--- src/rtl/lfc_miss_frontend_if.sv ---
// lfc_miss_frontend_if: core request, bank lookup/MSHR/completion and flush signals
// of the lock-up-free cache front end. The slave modport is the front end itself and
// the master modport is the core/bank side. The perf_* members exist only when
// LFC_PERF_CNT_EN is defined.
interface lfc_miss_frontend_if #(
    parameter int unsigned NUM_BANKS = 4,
    parameter int unsigned UUID_SIZE = 4
);
    // Core request and same-cycle hit return
    logic                                 req_valid;
    logic                                 req_ready;
    logic [31:0]                          req_addr;
    logic                                 req_rw;
    logic [31:0]                          req_store;
    logic [UUID_SIZE-1:0]                 req_uuid;
    logic                                 hit_valid;
    logic [31:0]                          hit_data;
    // Bank lookup
    logic [NUM_BANKS-1:0]                 bank_lookup;
    logic [NUM_BANKS-1:0]                 bank_hit;
    logic [NUM_BANKS-1:0][31:0]           bank_hit_data;
    // MSHR FIFO heads
    logic [NUM_BANKS-1:0]                 mshr_valid;
    logic [NUM_BANKS-1:0][31:0]           mshr_addr;
    logic [NUM_BANKS-1:0]                 mshr_rw;
    logic [NUM_BANKS-1:0][31:0]           mshr_store;
    logic [NUM_BANKS-1:0][UUID_SIZE-1:0]  mshr_uuid;
    logic [NUM_BANKS-1:0]                 mshr_pop;
    // Bank completions and merged response
    logic [NUM_BANKS-1:0]                 done_valid;
    logic [NUM_BANKS-1:0][UUID_SIZE-1:0]  done_uuid;
    logic [NUM_BANKS-1:0][31:0]           done_data;
    logic [NUM_BANKS-1:0]                 done_ready;
    logic                                 resp_valid;
    logic [UUID_SIZE-1:0]                 resp_uuid;
    logic [31:0]                          resp_data;
    // Halt / flush sequencing
    logic                                 halt;
    logic [NUM_BANKS-1:0]                 flush_req;
    logic [NUM_BANKS-1:0]                 bank_flushed;
    logic                                 flushed;
`ifdef LFC_PERF_CNT_EN
    logic [31:0]                          perf_hits;
    logic [31:0]                          perf_misses;
    logic [31:0]                          perf_stalls;
`endif

    modport slave (
        input  req_valid, req_addr, req_rw, req_store,
        input  bank_hit, bank_hit_data, mshr_pop,
        input  done_valid, done_uuid, done_data,
        input  halt, bank_flushed,
`ifdef LFC_PERF_CNT_EN
        output perf_hits, perf_misses, perf_stalls,
`endif
        output req_ready, req_uuid, hit_valid, hit_data, bank_lookup,
        output mshr_valid, mshr_addr, mshr_rw, mshr_store, mshr_uuid,
        output done_ready, resp_valid, resp_uuid, resp_data,
        output flush_req, flushed
    );

    modport master (
        output req_valid, req_addr, req_rw, req_store,
        output bank_hit, bank_hit_data, mshr_pop,
        output done_valid, done_uuid, done_data,
        output halt, bank_flushed,
`ifdef LFC_PERF_CNT_EN
        input  perf_hits, perf_misses, perf_stalls,
`endif
        input  req_ready, req_uuid, hit_valid, hit_data, bank_lookup,
        input  mshr_valid, mshr_addr, mshr_rw, mshr_store, mshr_uuid,
        input  done_ready, resp_valid, resp_uuid, resp_data,
        input  flush_req, flushed
    );
endinterface

--- src/rtl/lfc_miss_frontend.sv ---
// lfc_miss_frontend: routes core requests to banks by address, returns hits in the
// same cycle, tags misses from a free-list and queues them in per-bank MSHR FIFOs,
// merges bank completions round-robin and sequences halt -> drain -> flush -> done.
// Optional feature: define LFC_PERF_CNT_EN to add saturating perf_hits, perf_misses
// and perf_stalls counters.
module lfc_miss_frontend #(
    parameter int unsigned NUM_BANKS      = 4,
    parameter int unsigned MSHR_DEPTH     = 4,
    parameter int unsigned UUID_SIZE      = 4,
    parameter int unsigned BYTE_OFF_BITS  = 2,
    parameter int unsigned BLOCK_OFF_BITS = 2
) (
    input  logic               CLK,
    input  logic               nRST,
    lfc_miss_frontend_if.slave bus
);
    localparam int unsigned BankBits = $clog2(NUM_BANKS);
    localparam int unsigned IdxBits  = $clog2(MSHR_DEPTH);
    localparam int unsigned PtrBits  = IdxBits + 1;
    localparam int unsigned NumTags  = 2 ** UUID_SIZE;
    localparam int unsigned BankLsb  = BYTE_OFF_BITS + BLOCK_OFF_BITS;

    typedef struct packed {
        logic [31:0]          addr;
        logic                 rw;
        logic [31:0]          store;
        logic [UUID_SIZE-1:0] uuid;
    } entry_t;

    typedef enum logic [1:0] {StRun, StDrain, StFlush, StDone} state_e;

    state_e               state_q;
    logic                 flush_req_q;
    logic                 flushed_q;
    // Low for the first cycle after reset release so req_ready rises one cycle late
    logic                 active_q;
    logic [NumTags-1:0]   free_q, free_d;
    logic [BankBits-1:0]  rr_q, rr_d;
    logic [PtrBits-1:0]   wr_ptr_q [NUM_BANKS];
    logic [PtrBits-1:0]   wr_ptr_d [NUM_BANKS];
    logic [PtrBits-1:0]   rd_ptr_q [NUM_BANKS];
    logic [PtrBits-1:0]   rd_ptr_d [NUM_BANKS];
    entry_t               mem_q    [NUM_BANKS][MSHR_DEPTH];

    logic [NUM_BANKS-1:0] empty, full, pop_en, grant;
    logic [BankBits-1:0]  req_bank, gnt_idx, scan_idx;
    logic [UUID_SIZE-1:0] alloc_uuid;
    logic                 run, hit, any_free, can_push, ready, push, found, drained;

    assign req_bank = bus.req_addr[BankLsb +: BankBits];
    assign run      = active_q && (state_q == StRun);

    // FIFO status; a pop is only honoured when the FIFO holds something
    always_comb begin
        drained = &free_q;
        for (int b = 0; b < NUM_BANKS; b++) begin
            empty[b]  = (wr_ptr_q[b] == rd_ptr_q[b]);
            full[b]   = (wr_ptr_q[b][IdxBits] != rd_ptr_q[b][IdxBits]) &&
                        (wr_ptr_q[b][IdxBits-1:0] == rd_ptr_q[b][IdxBits-1:0]);
            pop_en[b] = bus.mshr_pop[b] && !empty[b];
            drained   = drained && empty[b];
        end
    end

    // Lookup, lowest-free tag selection and accept decision
    always_comb begin
        alloc_uuid = '0;
        for (int i = int'(NumTags) - 1; i >= 0; i--) begin
            if (free_q[i]) alloc_uuid = UUID_SIZE'(i);
        end
        any_free = |free_q;
        hit      = run && bus.req_valid && bus.bank_hit[req_bank];
        // A same-cycle pop frees a slot even when the FIFO is full
        can_push = !full[req_bank] || pop_en[req_bank];
        ready    = run && (hit || (can_push && any_free));
        push     = bus.req_valid && ready && !hit;
        bus.bank_lookup = '0;
        if (bus.req_valid) bus.bank_lookup[req_bank] = 1'b1;
    end

    assign bus.req_ready = ready;
    assign bus.req_uuid  = active_q ? alloc_uuid : '0;
    assign bus.hit_valid = hit;
    assign bus.hit_data  = hit ? bus.bank_hit_data[req_bank] : 32'd0;

    // Round-robin completion grant, highest priority just after the last winner
    always_comb begin
        grant    = '0;
        found    = 1'b0;
        gnt_idx  = '0;
        scan_idx = '0;
        for (int k = 0; k < NUM_BANKS; k++) begin
            scan_idx = rr_q + BankBits'(k);
            if (active_q && !found && bus.done_valid[scan_idx]) begin
                found           = 1'b1;
                gnt_idx         = scan_idx;
                grant[scan_idx] = 1'b1;
            end
        end
    end

    assign bus.done_ready = grant;
    assign bus.resp_valid = found;
    assign bus.resp_uuid  = found ? bus.done_uuid[gnt_idx] : '0;
    assign bus.resp_data  = found ? bus.done_data[gnt_idx] : 32'd0;

    // Free-list and arbiter pointer next state; allocation uses the pre-edge bitmap
    always_comb begin
        free_d = free_q;
        if (push)  free_d[alloc_uuid] = 1'b0;
        if (found) free_d[bus.done_uuid[gnt_idx]] = 1'b1;
        rr_d = found ? gnt_idx + BankBits'(1) : rr_q;
    end

    // Per-bank FIFO pointer next state
    always_comb begin
        for (int b = 0; b < NUM_BANKS; b++) begin
            wr_ptr_d[b] = wr_ptr_q[b];
            rd_ptr_d[b] = rd_ptr_q[b];
            if (push && (req_bank == BankBits'(b))) wr_ptr_d[b] = wr_ptr_q[b] + PtrBits'(1);
            if (pop_en[b]) rd_ptr_d[b] = rd_ptr_q[b] + PtrBits'(1);
        end
    end

    // FIFO head presentation; payload forced to zero while empty
    always_comb begin
        for (int b = 0; b < NUM_BANKS; b++) begin
            bus.mshr_valid[b] = !empty[b];
            bus.mshr_addr[b]  = empty[b] ? 32'd0 : mem_q[b][rd_ptr_q[b][IdxBits-1:0]].addr;
            bus.mshr_rw[b]    = empty[b] ? 1'b0  : mem_q[b][rd_ptr_q[b][IdxBits-1:0]].rw;
            bus.mshr_store[b] = empty[b] ? 32'd0 : mem_q[b][rd_ptr_q[b][IdxBits-1:0]].store;
            bus.mshr_uuid[b]  = empty[b] ? '0    : mem_q[b][rd_ptr_q[b][IdxBits-1:0]].uuid;
        end
    end

    // Control state: tags, arbiter pointer, FIFO pointers
    always_ff @(posedge CLK or negedge nRST) begin
        if (!nRST) begin
            active_q <= 1'b0;
            free_q   <= '1;
            rr_q     <= '0;
            for (int b = 0; b < NUM_BANKS; b++) begin
                wr_ptr_q[b] <= '0;
                rd_ptr_q[b] <= '0;
            end
        end else begin
            active_q <= 1'b1;
            free_q   <= free_d;
            rr_q     <= rr_d;
            for (int b = 0; b < NUM_BANKS; b++) begin
                wr_ptr_q[b] <= wr_ptr_d[b];
                rd_ptr_q[b] <= rd_ptr_d[b];
            end
        end
    end

    // FIFO storage; contents are qualified by the pointers so need no reset
    always_ff @(posedge CLK) begin
        if (push) begin
            mem_q[req_bank][wr_ptr_q[req_bank][IdxBits-1:0]] <=
                {bus.req_addr, bus.req_rw, bus.req_store, alloc_uuid};
        end
    end

    // Halt/drain/flush sequencer with registered flush outputs
    always_ff @(posedge CLK or negedge nRST) begin
        if (!nRST) begin
            state_q     <= StRun;
            flush_req_q <= 1'b0;
            flushed_q   <= 1'b0;
        end else begin
            unique case (state_q)
                StRun: begin
                    if (bus.halt) state_q <= StDrain;
                end
                StDrain: begin
                    if (!bus.halt) begin
                        state_q <= StRun;
                    end else if (drained) begin
                        state_q     <= StFlush;
                        flush_req_q <= 1'b1;
                    end
                end
                StFlush: begin
                    if (&bus.bank_flushed) begin
                        state_q     <= StDone;
                        flush_req_q <= 1'b0;
                        flushed_q   <= 1'b1;
                    end
                end
                StDone: begin
                    flush_req_q <= 1'b0;
                end
                default: state_q <= StRun;
            endcase
        end
    end

    assign bus.flush_req = {NUM_BANKS{flush_req_q}};
    assign bus.flushed   = flushed_q;

`ifdef LFC_PERF_CNT_EN
    logic [31:0] perf_hits_q, perf_misses_q, perf_stalls_q;

    // Saturating event counters, frozen once the flush has completed
    always_ff @(posedge CLK or negedge nRST) begin
        if (!nRST) begin
            perf_hits_q   <= 32'd0;
            perf_misses_q <= 32'd0;
            perf_stalls_q <= 32'd0;
        end else if (state_q != StDone) begin
            if (hit && (perf_hits_q != '1)) perf_hits_q <= perf_hits_q + 32'd1;
            if (push && (perf_misses_q != '1)) perf_misses_q <= perf_misses_q + 32'd1;
            if (bus.req_valid && !ready && (perf_stalls_q != '1)) begin
                perf_stalls_q <= perf_stalls_q + 32'd1;
            end
        end
    end

    assign bus.perf_hits   = perf_hits_q;
    assign bus.perf_misses = perf_misses_q;
    assign bus.perf_stalls = perf_stalls_q;
`else
    // Performance counters are not built in this configuration.
`endif
endmodule

--- src/flat_wrapper.sv ---
// flat-port wrapper written by rule: the top's interface ports become plain ports
module lfc_miss_frontend_flat 
#(
    parameter int unsigned NUM_BANKS      = 4,
    parameter int unsigned MSHR_DEPTH     = 4,
    parameter int unsigned UUID_SIZE      = 4,
    parameter int unsigned BYTE_OFF_BITS  = 2,
    parameter int unsigned BLOCK_OFF_BITS = 2
)
  (CLK, nRST, bus_req_valid, bus_req_addr, bus_req_rw, bus_req_store, bus_bank_hit, bus_bank_hit_data, bus_mshr_pop, bus_done_valid, bus_done_uuid, bus_done_data, bus_halt, bus_bank_flushed, bus_req_ready, bus_req_uuid, bus_hit_valid, bus_hit_data, bus_bank_lookup, bus_mshr_valid, bus_mshr_addr, bus_mshr_rw, bus_mshr_store, bus_mshr_uuid, bus_done_ready, bus_resp_valid, bus_resp_uuid, bus_resp_data, bus_flush_req, bus_flushed);
  lfc_miss_frontend_if #(.NUM_BANKS(NUM_BANKS), .UUID_SIZE(UUID_SIZE)) bus_i ();
  input  logic CLK;
  input  logic nRST;
  input wire logic [$bits(bus_i.req_valid)-1:0] bus_req_valid;
  input wire logic [$bits(bus_i.req_addr)-1:0] bus_req_addr;
  input wire logic [$bits(bus_i.req_rw)-1:0] bus_req_rw;
  input wire logic [$bits(bus_i.req_store)-1:0] bus_req_store;
  input wire logic [$bits(bus_i.bank_hit)-1:0] bus_bank_hit;
  input wire logic [$bits(bus_i.bank_hit_data)-1:0] bus_bank_hit_data;
  input wire logic [$bits(bus_i.mshr_pop)-1:0] bus_mshr_pop;
  input wire logic [$bits(bus_i.done_valid)-1:0] bus_done_valid;
  input wire logic [$bits(bus_i.done_uuid)-1:0] bus_done_uuid;
  input wire logic [$bits(bus_i.done_data)-1:0] bus_done_data;
  input wire logic [$bits(bus_i.halt)-1:0] bus_halt;
  input wire logic [$bits(bus_i.bank_flushed)-1:0] bus_bank_flushed;
  output wire logic [$bits(bus_i.req_ready)-1:0] bus_req_ready;
  output wire logic [$bits(bus_i.req_uuid)-1:0] bus_req_uuid;
  output wire logic [$bits(bus_i.hit_valid)-1:0] bus_hit_valid;
  output wire logic [$bits(bus_i.hit_data)-1:0] bus_hit_data;
  output wire logic [$bits(bus_i.bank_lookup)-1:0] bus_bank_lookup;
  output wire logic [$bits(bus_i.mshr_valid)-1:0] bus_mshr_valid;
  output wire logic [$bits(bus_i.mshr_addr)-1:0] bus_mshr_addr;
  output wire logic [$bits(bus_i.mshr_rw)-1:0] bus_mshr_rw;
  output wire logic [$bits(bus_i.mshr_store)-1:0] bus_mshr_store;
  output wire logic [$bits(bus_i.mshr_uuid)-1:0] bus_mshr_uuid;
  output wire logic [$bits(bus_i.done_ready)-1:0] bus_done_ready;
  output wire logic [$bits(bus_i.resp_valid)-1:0] bus_resp_valid;
  output wire logic [$bits(bus_i.resp_uuid)-1:0] bus_resp_uuid;
  output wire logic [$bits(bus_i.resp_data)-1:0] bus_resp_data;
  output wire logic [$bits(bus_i.flush_req)-1:0] bus_flush_req;
  output wire logic [$bits(bus_i.flushed)-1:0] bus_flushed;
  assign bus_i.req_valid = bus_req_valid;
  assign bus_i.req_addr = bus_req_addr;
  assign bus_i.req_rw = bus_req_rw;
  assign bus_i.req_store = bus_req_store;
  assign bus_i.bank_hit = bus_bank_hit;
  assign bus_i.bank_hit_data = bus_bank_hit_data;
  assign bus_i.mshr_pop = bus_mshr_pop;
  assign bus_i.done_valid = bus_done_valid;
  assign bus_i.done_uuid = bus_done_uuid;
  assign bus_i.done_data = bus_done_data;
  assign bus_i.halt = bus_halt;
  assign bus_i.bank_flushed = bus_bank_flushed;
  assign bus_req_ready = bus_i.req_ready;
  assign bus_req_uuid = bus_i.req_uuid;
  assign bus_hit_valid = bus_i.hit_valid;
  assign bus_hit_data = bus_i.hit_data;
  assign bus_bank_lookup = bus_i.bank_lookup;
  assign bus_mshr_valid = bus_i.mshr_valid;
  assign bus_mshr_addr = bus_i.mshr_addr;
  assign bus_mshr_rw = bus_i.mshr_rw;
  assign bus_mshr_store = bus_i.mshr_store;
  assign bus_mshr_uuid = bus_i.mshr_uuid;
  assign bus_done_ready = bus_i.done_ready;
  assign bus_resp_valid = bus_i.resp_valid;
  assign bus_resp_uuid = bus_i.resp_uuid;
  assign bus_resp_data = bus_i.resp_data;
  assign bus_flush_req = bus_i.flush_req;
  assign bus_flushed = bus_i.flushed;
  lfc_miss_frontend #(.NUM_BANKS(NUM_BANKS), .MSHR_DEPTH(MSHR_DEPTH), .UUID_SIZE(UUID_SIZE), .BYTE_OFF_BITS(BYTE_OFF_BITS), .BLOCK_OFF_BITS(BLOCK_OFF_BITS)) u_core (.CLK(CLK), .nRST(nRST), .bus(bus_i));
endmodule
--- config.mk ---
export PLATFORM = sky130hd
export DESIGN_NAME = lfc_miss_frontend_flat
export DESIGN_NICKNAME = d
export VERILOG_FILES = /design/src/rtl/lfc_miss_frontend_if.sv /design/src/rtl/lfc_miss_frontend.sv /design/src/flat_wrapper.sv
export SDC_FILE = /design/constraint.sdc
export NUM_CORES = 2
export LEC_CHECK = 0
export ABC_AREA = 1
export CAP_MARGIN = 20
export CORE_AREA = 2 2 331 333
export DETAILED_ROUTE_END_ITERATION = 10
export DIE_AREA = 0 0 333 335
export HOLD_SLACK_MARGIN = 0.03
export PLACE_DENSITY_LB_ADDON = 0.05
export SLEW_MARGIN = 25
export SYNTH_ARGS = -nofsm -noshare
export SYNTH_HDL_FRONTEND = slang
export SYNTH_SLANG_ARGS = --single-unit
export TNS_END_PERCENT = 1
--- constraint.sdc ---
create_clock -name CLK -period 9.7 [get_ports CLK]
set_input_delay 1.94 -clock CLK [delete_from_list [all_inputs] [get_ports CLK]]
set_output_delay 1.94 -clock CLK [all_outputs]
set_load 0.01 [all_outputs]
==> run metrics <==
via count=34244; post-synthesis mux area share=0.000234; Iter 0 DRT Violations=between 2000 and 3000; CP Max Fanout=36; Final HPWL DP=roughly 95000 µm; global-route usage over all layers=0.268; leak pwr=21.9 nW; Post-Synth Simple-Gate Area=0.107; Final #Nets=roughly 5100; Post-synth top flop=edfxtp_1; # rows=roughly 120; Pwr Total=approximately 20 mW; fin cells=about 6300; nature of the critical path endpoint=output port; WS Path Type=input pin to output port; # placed instances=6033; synth top area cells=edfxtp_1 69%, o21ai_0 5.4%, nor2_1 5.3%; synthesized cell area=48100 µm²; max_cap viols=0; antenna-violating nets left=0; final cycle utilization of the critical path=0.781; first-pass GRT wire length=~220000 µm; Post-Synth Adder-Cell Area=0.00494; overall die height=between 300 and 400 µm; FF+latch count, synth=1151; post-synthesis cell count=between 4000 and 5000; max frequency=132 MHz; gr ovfl total=0; syn_nets=between 4000 and 5000; CTS tree=yes; headroom to the max-slew limit=0.323; Compound-Gate Fraction of Synth Area=0.121; Worst R2R End=u_core.mem_q[2][135]; RSZ-0062 raised after global routing=no; post-synth cell types=between 40 and 50; via density per instance=around 5.5; startpoint class of the critical path=input pin; setup tns final=0 ns; die width=around 330 µm; Layout fillers=slightly above 9000; Wirelength per Cell=~24 µm; Critical Path Source=bus_req_addr[5]; xor and xnor area share after synthesis=0.00473; Multi-input gate area=around 12000 µm²; top cell type's share of synthesized area=0.689; CP cell instances=clkdlybuf4s50_1 > nand2_1 > clkinv_1 > buf_4 > nand2_1 > nand4_1 > nand2_2 > inv_1 > a21oi_1 > nor3_1 > clkdlybuf4s50_1; Synth top cells by count=1104 x edfxtp_1, 676 x nor2_1, 521 x o21ai_0, 480 x nand2_1, 350 x inv_1; CTS sink cnt=approximately 1200; Crit-path slowest cell=clkdlybuf4s50_1; R2R setup slack=roughly 4.6 ns; CTS buffer count=about 120; core outline area=~110000 µm²; port buffer count=724; WL final=153000 µm; die area=112000 µm²; number of global-route vias before repair=32583; post-synthesis async set-or-reset flop share=0.0408; setup repair bufs after CTS=0; mean post-synth cell area=11.8 µm²; CTS clock-pin slew for the worst setup and hold paths=roughly 0.06 ns; max-slew violation count=0; hold buffer count at cts=0; FF/Latch Area=around 34000 µm²; CP peak stage delay=a little under 1 ns; yosys warns=0; pwr/cell area=323 nW/µm²; main combinational cell family by area after synthesis=compound AO/OA/AOI/OAI gates; P&R area growth vs syn=25.8%; status=finished, final reports clean; Post-synth EDFFs=1104; register area share after synthesis=0.713; layout cells sized above 1=0.0701; setup violators final=0; Reg2Reg Depth=11; Crit Reg-Reg Startpoint=u_core.rd_ptr_q[0]; WP data required=just under 8 ns; I/O Pins=approximately 730; number of remaining DRC errors=0; top cell type by total area after synthesis=edfxtp_1; crit path time final=7.58 ns; final hold violations=0; antenna violations before repair=7; # resized after CTS=0; Worst Skew=between 0.015 and 0.02 ns; clk buf depth=3; routability cong.=between 0.8 and 0.9; first-pass iteration count of the detailed router=5; Worst IR Drop VDD=between 0.2 and 0.25 mV; Skew-Pair Late Insertion Delay=between 0.6 and 0.7 ns; Worst Setup EP=bus_req_ready; worst-margin pin slew=between 1 and 1.5 ns; H-Tree Depth=3; pin count of the biggest net entering global routing=84; Arrival @ worst endpoint=~5.6 ns; Root Driver=clkbuf_16; most common cell in the netlist=edfxtp_1; initial core utilization=0.445; Hold Crit Class=register to register
[power by group]
part	switching (mW)	leakage [nW]	total [mW]	internal (mW)
clock	1.84	1.79	4.31	2.47
combinational	5.60	9.60	9.32	3.72
sequential	0.319	10.5	5.96	5.64
[cell usage in the layout, fill, tap and decap left out, types with 6 or more instances in the layout]
cell type        netlist  final
a21oi_1               42     41
inv_2                  7      8
o21ai_1                7      6
nand2_2               11     12
o22ai_1              209    209
bufinv_16              0      6
o32ai_1               69     69
buf_4                  9     51
xnor2_1               15     15
nor2_1               676    657
nor2_2                10     12
o211ai_1              33     33
nor2_4                 3     20
edfxtp_1            1104   1104
inv_1                350    343
a31oi_1               32     32
clkinv_2               0     20
or2_0                  6      6
dfstp_2               16     16
ha_1                  19     19
clkinv_1               3     36
nand3_2                8      8
nand4_1               11     11
or2_2                 26     26
clkdlybuf4s50_1        0    723
a22oi_1               36     36
nand2_1              480    476
clkbuf_16              0    121
xor2_1                11     11
o21ai_0              521    521
o21bai_1              32     32
nand3_1               47     47
dfrtp_1               31     23
buf_12                 0      6
clkbuf_1             201     32
[cells by family (layout without fill, tap and decap cells)]
| group | Yosys count | count (layout) |
|---|---|---|
| adders and majority gates | 19 | 19 |
| xor gates and xnor gates | 26 | 26 |
| DFF | 1151 | 1151 |
| buffers and inverters | 612 | 1362 |
| other | 1 | 4 |
| muxes | 1 | 1 |
| AOI/OAI and AO/OA | 991 | 991 |
| and+or+nand+nor | 1288 | 1288 |
[sequential cells by signal, summed over array words and instances (netlist names)]
signal and count:
u_core.wr_ptr_q 12, u_core.flush_req_q 1, u_core.rr_q 2, u_core.active_q 1, u_core.state_q 2, u_core.bus.flushed 1
u_core.mem_q 1104, u_core.rd_ptr_q 12, u_core.free_q 16
[per-layer routing]
metal,routed length (µm),part of all wire,global-route usage
met3,9510,0.062,0.0401
met1,62400,0.41,0.348
met5,26,0.00017,0
met2,76000,0.50,0.460
met4,4870,0.032,0.0891
[metrics by stage]
step	hold slack, ns	utilization	worst slack, ns	area (µm²)
3_3_place_gp	0.443	0.526	1.89	56800
5_1_grt	0.490	0.560	1.78	60600
4_1_cts	0.463	0.560	1.83	60500
2_1_floorplan	0.443	-	3.12	48100
3_5_place_dp	0.449	0.526	1.85	56900
6_report	0.459	0.560	2.12	60600
[layout make-up]
| class | count | share of cell area |
|---|---|---|
| Inverter | 360 | 0.0225 |
| Tap cell | 1414 | 0.0292 |
| Clock inverter | 61 | 0.00729 |
| Antenna cell | 3 | 0.000124 |
| Clock buffer | 158 | 0.0531 |
| Multi-Input combinational cell | 2326 | 0.192 |
| Timing Repair Buffer | 783 | 0.128 |
| Sequential cell | 1151 | 0.567 |
[worst min path at each step]
| stage | from | endpoint | depth (start not counted) |
|---|---|---|---|
| 3_3_place_gp | u_core.bus.flushed | u_core.bus.flushed | 1 |
| 3_5_place_dp | u_core.bus.flushed | u_core.bus.flushed | 1 |
| 5_1_grt | u_core.free_q[7] | u_core.free_q[7] | 2 |
| 6_report | u_core.bus.flushed | u_core.bus.flushed | 1 |
| 2_1_floorplan | u_core.free_q[9] | u_core.free_q[9] | 2 |
| 4_1_cts | u_core.bus.flushed | u_core.bus.flushed | 1 |
[worst max-delay path, delay by kind of cell]
| kind | cells | cell delay [ns] |
|---|---|---|
| buffers and inverters | 5 | 2.24 |
| and+or+nand+nor | 5 | 1.35 |
| AOI/OAI and AO/OA | 1 | 0.06 |
(Power assumes the default switching activity.)
